===== config.mk =====
export PLATFORM = sky130hd
export DESIGN_NAME = pipe_stall_ctrl
export DESIGN_NICKNAME = d
export VERILOG_FILES = /design/src/rtl/pipe_stall_ctrl.sv
export SDC_FILE = /design/constraint.sdc
export NUM_CORES = 1
export LEC_CHECK = 0
export BUFFER_PORTS_ARGS = -buffer_cell sky130_fd_sc_hd__buf_2
export CORE_MARGIN = 5
export CORE_UTILIZATION = 48
export DETAILED_ROUTE_END_ITERATION = 16
export PLACE_DENSITY = 0.83
export SLEW_MARGIN = 15
export SYNTH_ARGS = -nofsm -noshare
export SYNTH_HDL_FRONTEND = slang
export SYNTH_SLANG_ARGS = --single-unit

===== constraint.sdc =====
create_clock -name Clk -period 3.25 [get_ports Clk]
set_clock_uncertainty 0.1 [all_clocks]
set_input_delay 0.4875 -clock Clk [delete_from_list [all_inputs] [get_ports Clk]]
set_output_delay 0.4875 -clock Clk [all_outputs]
set_load 0.05 [all_outputs]

===== src/rtl/pipe_stall_ctrl.sv =====
// rtl/pipe_stall_ctrl.sv - stall/flush scheduler for the 5-stage MIPS pipeline (multiply hold, load-use bubble, branch flush).
// Defining STALL_PERF_EN adds the saturating StallCycles counter output.
module pipe_stall_ctrl #(
    parameter int MUL_LAT      = 4,
    parameter int BR_FLUSH_CYC = 2
`ifdef STALL_PERF_EN
    ,
    parameter int CNT_W        = 16
`endif
) (
    input  logic             Clk,
    input  logic             Rst_n,
    input  logic [1:0]       Branch,
    input  logic             IDEXMemRead,
    input  logic [4:0]       IDEXRt,
    input  logic [4:0]       IFIDRs,
    input  logic [4:0]       IFIDRt,
    input  logic             IDEXMulOp,
`ifdef STALL_PERF_EN
    output logic [CNT_W-1:0] StallCycles,
`endif
    output logic             PCWrite,
    output logic             IFIDWrite,
    output logic             IDEXWrite,
    output logic             IFIDFlush,
    output logic             IDEXFlush,
    output logic             EXMEMFlush,
    output logic             MulGo,
    output logic             MulBusy
);

    localparam logic [1:0] ST_RUN      = 2'd0;
    localparam logic [1:0] ST_MUL_WAIT = 2'd1;
    localparam logic [1:0] ST_BR_FLUSH = 2'd2;

    // MulGo cycle counts as the first stall cycle, so the wait state covers MUL_LAT-1 cycles.
    localparam logic [3:0] MUL_RELOAD = 4'(MUL_LAT - 2);
    localparam logic [1:0] BR_RELOAD  = (BR_FLUSH_CYC > 1) ? 2'(BR_FLUSH_CYC - 2) : 2'd0;

    logic [1:0] state_q, state_d;
    logic [3:0] mul_cnt_q, mul_cnt_d;
    logic [1:0] br_cnt_q, br_cnt_d;
    logic       mul_ack_q, mul_ack_d;

    logic load_use;
    logic mul_start;
    logic br_taken;

    assign load_use  = IDEXMemRead && (IDEXRt != 5'd0) &&
                       ((IDEXRt == IFIDRs) || (IDEXRt == IFIDRt));
    assign mul_start = IDEXMulOp && !mul_ack_q;
    assign br_taken  = (Branch != 2'b00);

    always_comb begin
        state_d    = state_q;
        mul_cnt_d  = mul_cnt_q;
        br_cnt_d   = br_cnt_q;
        mul_ack_d  = mul_ack_q;
        PCWrite    = 1'b1;
        IFIDWrite  = 1'b1;
        IDEXWrite  = 1'b1;
        IFIDFlush  = 1'b0;
        IDEXFlush  = 1'b0;
        EXMEMFlush = 1'b0;
        MulGo      = 1'b0;
        MulBusy    = 1'b0;

        case (state_q)
            ST_RUN: begin
                if (mul_start) begin
                    MulGo      = 1'b1;
                    MulBusy    = 1'b1;
                    PCWrite    = 1'b0;
                    IFIDWrite  = 1'b0;
                    IDEXWrite  = 1'b0;
                    EXMEMFlush = 1'b1;
                    state_d    = ST_MUL_WAIT;
                    mul_cnt_d  = MUL_RELOAD;
                end else begin
                    mul_ack_d = 1'b0;
                    if (load_use) begin
                        PCWrite   = 1'b0;
                        IFIDWrite = 1'b0;
                        IDEXFlush = 1'b1;
                    end else if (br_taken) begin
                        IFIDFlush = 1'b1;
                        if (BR_FLUSH_CYC > 1) begin
                            state_d  = ST_BR_FLUSH;
                            br_cnt_d = BR_RELOAD;
                        end
                    end
                end
            end

            ST_MUL_WAIT: begin
                MulBusy    = 1'b1;
                PCWrite    = 1'b0;
                IFIDWrite  = 1'b0;
                IDEXWrite  = 1'b0;
                EXMEMFlush = 1'b1;
                if (mul_cnt_q == 4'd0) begin
                    state_d   = ST_RUN;
                    mul_ack_d = 1'b1;
                end else begin
                    mul_cnt_d = mul_cnt_q - 4'd1;
                end
            end

            ST_BR_FLUSH: begin
                // A new multiply wins over the remaining wrong-path flush cycles.
                if (mul_start) begin
                    MulGo      = 1'b1;
                    MulBusy    = 1'b1;
                    PCWrite    = 1'b0;
                    IFIDWrite  = 1'b0;
                    IDEXWrite  = 1'b0;
                    EXMEMFlush = 1'b1;
                    state_d    = ST_MUL_WAIT;
                    mul_cnt_d  = MUL_RELOAD;
                    br_cnt_d   = 2'd0;
                end else begin
                    IFIDFlush = 1'b1;
                    if (br_taken) begin
                        br_cnt_d = BR_RELOAD;
                    end else if (br_cnt_q == 2'd0) begin
                        state_d = ST_RUN;
                    end else begin
                        br_cnt_d = br_cnt_q - 2'd1;
                    end
                end
            end

            default: begin
                state_d = ST_RUN;
            end
        endcase

        // While reset is asserted the pipeline runs freely regardless of the inputs.
        if (!Rst_n) begin
            PCWrite    = 1'b1;
            IFIDWrite  = 1'b1;
            IDEXWrite  = 1'b1;
            IFIDFlush  = 1'b0;
            IDEXFlush  = 1'b0;
            EXMEMFlush = 1'b0;
            MulGo      = 1'b0;
            MulBusy    = 1'b0;
        end
    end

    always_ff @(posedge Clk or negedge Rst_n) begin
        if (!Rst_n) begin
            state_q   <= ST_RUN;
            mul_cnt_q <= 4'd0;
            br_cnt_q  <= 2'd0;
            mul_ack_q <= 1'b0;
        end else begin
            state_q   <= state_d;
            mul_cnt_q <= mul_cnt_d;
            br_cnt_q  <= br_cnt_d;
            mul_ack_q <= mul_ack_d;
        end
    end

`ifdef STALL_PERF_EN
    logic [CNT_W-1:0] stall_cnt_q, stall_cnt_d;

    always_comb begin
        stall_cnt_d = stall_cnt_q;
        if (!PCWrite && (stall_cnt_q != {CNT_W{1'b1}})) begin
            stall_cnt_d = stall_cnt_q + 1'b1;
        end
    end

    always_ff @(posedge Clk or negedge Rst_n) begin
        if (!Rst_n) begin
            stall_cnt_q <= '0;
        end else begin
            stall_cnt_q <= stall_cnt_d;
        end
    end

    assign StallCycles = stall_cnt_q;
`endif

endmodule


==> impl_metrics.tcl <==
set metrics [dict create \
    cts-resized-gates 0 \
    port_buffers 28 \
    worstSkewPairLatency_ps 270 \
    tightest_slew_ps 335 \
    drt-vias-per-instance 5.17 \
    root_buffer "clkbuf_4" \
    hold_viol 0 \
    sw_frac_of_total_pct 49.8 \
    grt.overflow.total 0 \
    hold_class "reg -> reg" \
    timing.rr.start "mul_cnt_q[0]" \
    cp.arrival_ps 1880 \
    internal-power_w 0.000313 \
    startpoint "IDEXRt[1]" \
    antenna_found_initial 0 \
    core-area_um2 1300 \
    post_cts_buffers 0 \
    cp_max_fo 4 \
    cts_tree "done" \
    clkTransAtPathRegs_ps 60 \
    drtPass1Iterations 4 \
    path_common_cell "buf_2" \
    finish.net_count 132 \
    total_power_w 0.000624 \
    grt_pass1_wl_um 2620 \
    htreeDepth 1 \
    final_layout_size_suffix_gt1_share_pct 35.5 \
    rsz0062_at_grt "false" \
    period_share_pct 75.9 \
    seq_power_share_pct 30.6 \
    yosys_warnings 0 \
    synth_cell_type_count 28 \
    syn2layout_area_growth_pct 28.8 \
    register_area_um2 225 \
    power_switching_w 0.000311 \
    setup_violations 0 \
    final_cell_mix "buf_2 (28), xnor2_1 (11), nor2_1 (10)" \
    combinationalPowerShare_pct 55.5 \
    synth_nets 100 \
    crit_buf_inv 2 \
    final_common_cell "buf_2" \
    path_cells "buf_2 -> or4_1 -> nor2_1 -> nor3b_1 -> and2_4 -> a21oi_2 -> buf_2" \
    wirelength_um 1500 \
    antenna_cells 0 \
    rows 13 \
    cts_num_sinks 9 \
    cts_buffers 3 \
    hpwlAfterDp_um 1230 \
    fill_cells 111 \
    outcome "completed" \
    p_leak_nw 0.421 \
    antenna_left 0 \
    hold_buffers 1 \
    finalMaxSlewViolations 0 \
    period_needed_ps 2470 \
    critPathTopFamily "simple AND/OR/NAND/NOR gates" \
    crit_slowest_cell "or4_1" \
    multi_input_area_um2 404 \
    die-area_um2 2200 \
    avgRoutedWirePerCell_um 12.3 \
    grt.total_usage_pct 16.8 \
    die_y_um 47.0 \
    start_kind "primary input" \
    maxCapViolCount 0 \
    final_util_pct 64.9 \
    crit_type "in -> out" \
    syn_inst 76 \
    grt_max_degree 15 \
    fin_tns_setup_ps 0 \
    netlist_area_um2 656 \
    vias 631 \
    slowest_delay_ps 510 \
    drtIter0Drc 23 \
    clock_path_buffers 2 \
    gp_congestion 0.782 \
    end_kind "output pin" \
    avgSynthCellArea_um2 8.63 \
    relSlewSlack_pct 77.6 \
    p_per_area_nw_per_um2 739 \
    max_freq_mhz 405 \
    clock_power_share_pct 13.8 \
    grt_pass1_vias 634 \
    drcViolationCount 0 \
    die_w_um 47.0 \
    ir_drop_mv 0.459 \
    cp.required_ps 2660 \
    initial_utilization_pct 50.4 \
    seq_area_frac_synth_pct 34.4 \
    synth-seq-cells 9 \
    hold_start "br_cnt_q[0]" \
    io_pins 29 \
]
worst paths after layout:
kind / end / slack [ps] / cells past startpoint
max: IFIDWrite / 780 / 7
min in group asynchronous: mul_cnt_q[2] / 520 / 2
max in group asynchronous: mul_cnt_q[1] / 2310 / 2
min: br_cnt_q[0] / 380 / 1
min reg2reg: br_cnt_q[0] / 380 / 1
max reg2reg: mul_cnt_q[0] / 1420 / 6
power by group through the flow:
stage	Clock [W]	Combinational, W	Sequential [W]
finish	0.0000862	0.000347	0.000191
CTS	0.0000896	0.000351	0.000190
detailed placement	0	0.000342	0.000191
global route	0.0000995	0.000385	0.000197
global placement	0	0.000331	0.000190
floorplan	0	0.000277	0.000183
registers in the layout (all words and copies together), names as in the netlist:
name	cells
mul_cnt_q	4
state_q	2
br_cnt_q	2
mul_ack_q	1
Yosys cell counts:
cell       n  share of area, %
a21oi_1    3               2.3
and2_4     1               1.3
o22ai_1    2               1.9
nand2_1    4               2.3
inv_1      5               2.9
a211oi_2   1               1.9
nand2b_1   1              0.95
xnor2_1   11                15
nor2_1    10               5.7
nor3b_1    1               1.1
nor4_1     1              0.95
and2_1     1              0.95
nor2b_1    1              0.95
a31oi_1    1              0.95
nand3_1    5               3.8
o311ai_0   1               1.3
and3_1     1              0.95
buf_4      2               2.3
o31ai_1    1               1.1
o22a_1     1               1.3
or4_1      1               1.1
dfrtp_1    9                34
xor2_1     1               1.3
or3b_2     1               1.3
o21ai_0    5               3.8
and2b_1    1               1.1
and2b_2    1               1.3
ha_1       3               5.7
through the flow:
step | instance area [um^2] | setup slack [ps] | hold WS, ps | cells
after global routing | 845 | 637 | 400 | 122
after global placement | 807 | 800 | 277 | 117
after detailed placement | 807 | 778 | 275 | 117
after floorplan | 663 | 203 | 91.9 | 76
final | 845 | 784 | 383 | 122
after CTS | 845 | 778 | 380 | 122
final cells by class:
cell class,count,area share (%)
Inverter,5,2.22
Timing Repair Buffer,29,17.8
Multi-Input combinational cell,60,47.9
Clock inverter,1,0.593
Sequential cell,9,26.7
Tap cell,15,2.22
Clock buffer,3,2.67
routing by layer:
metal	part of all wire (%)	wire [um]	vias up	GRT usage, %
li1	-	-	322	-
met5	0	0	-	0
met2	51	771	21	27.9
met4	1.2	18	0	6.08
met3	8.8	132	4	7.28
met1	39	580	284	19.1
cells by family after synthesis:
kind of cell	count (synthesis)	share of synthesized area (%)
AO/OA/AOI/OAI	15	14.7
XOR/XNOR	12	16.0
adder cells (fa/ha/maj)	3	5.73
buffers and inverters	7	5.15
flip-flops	9	34.4
AND/OR/NAND/NOR	30	24.1
(Power assumes the default switching activity.)
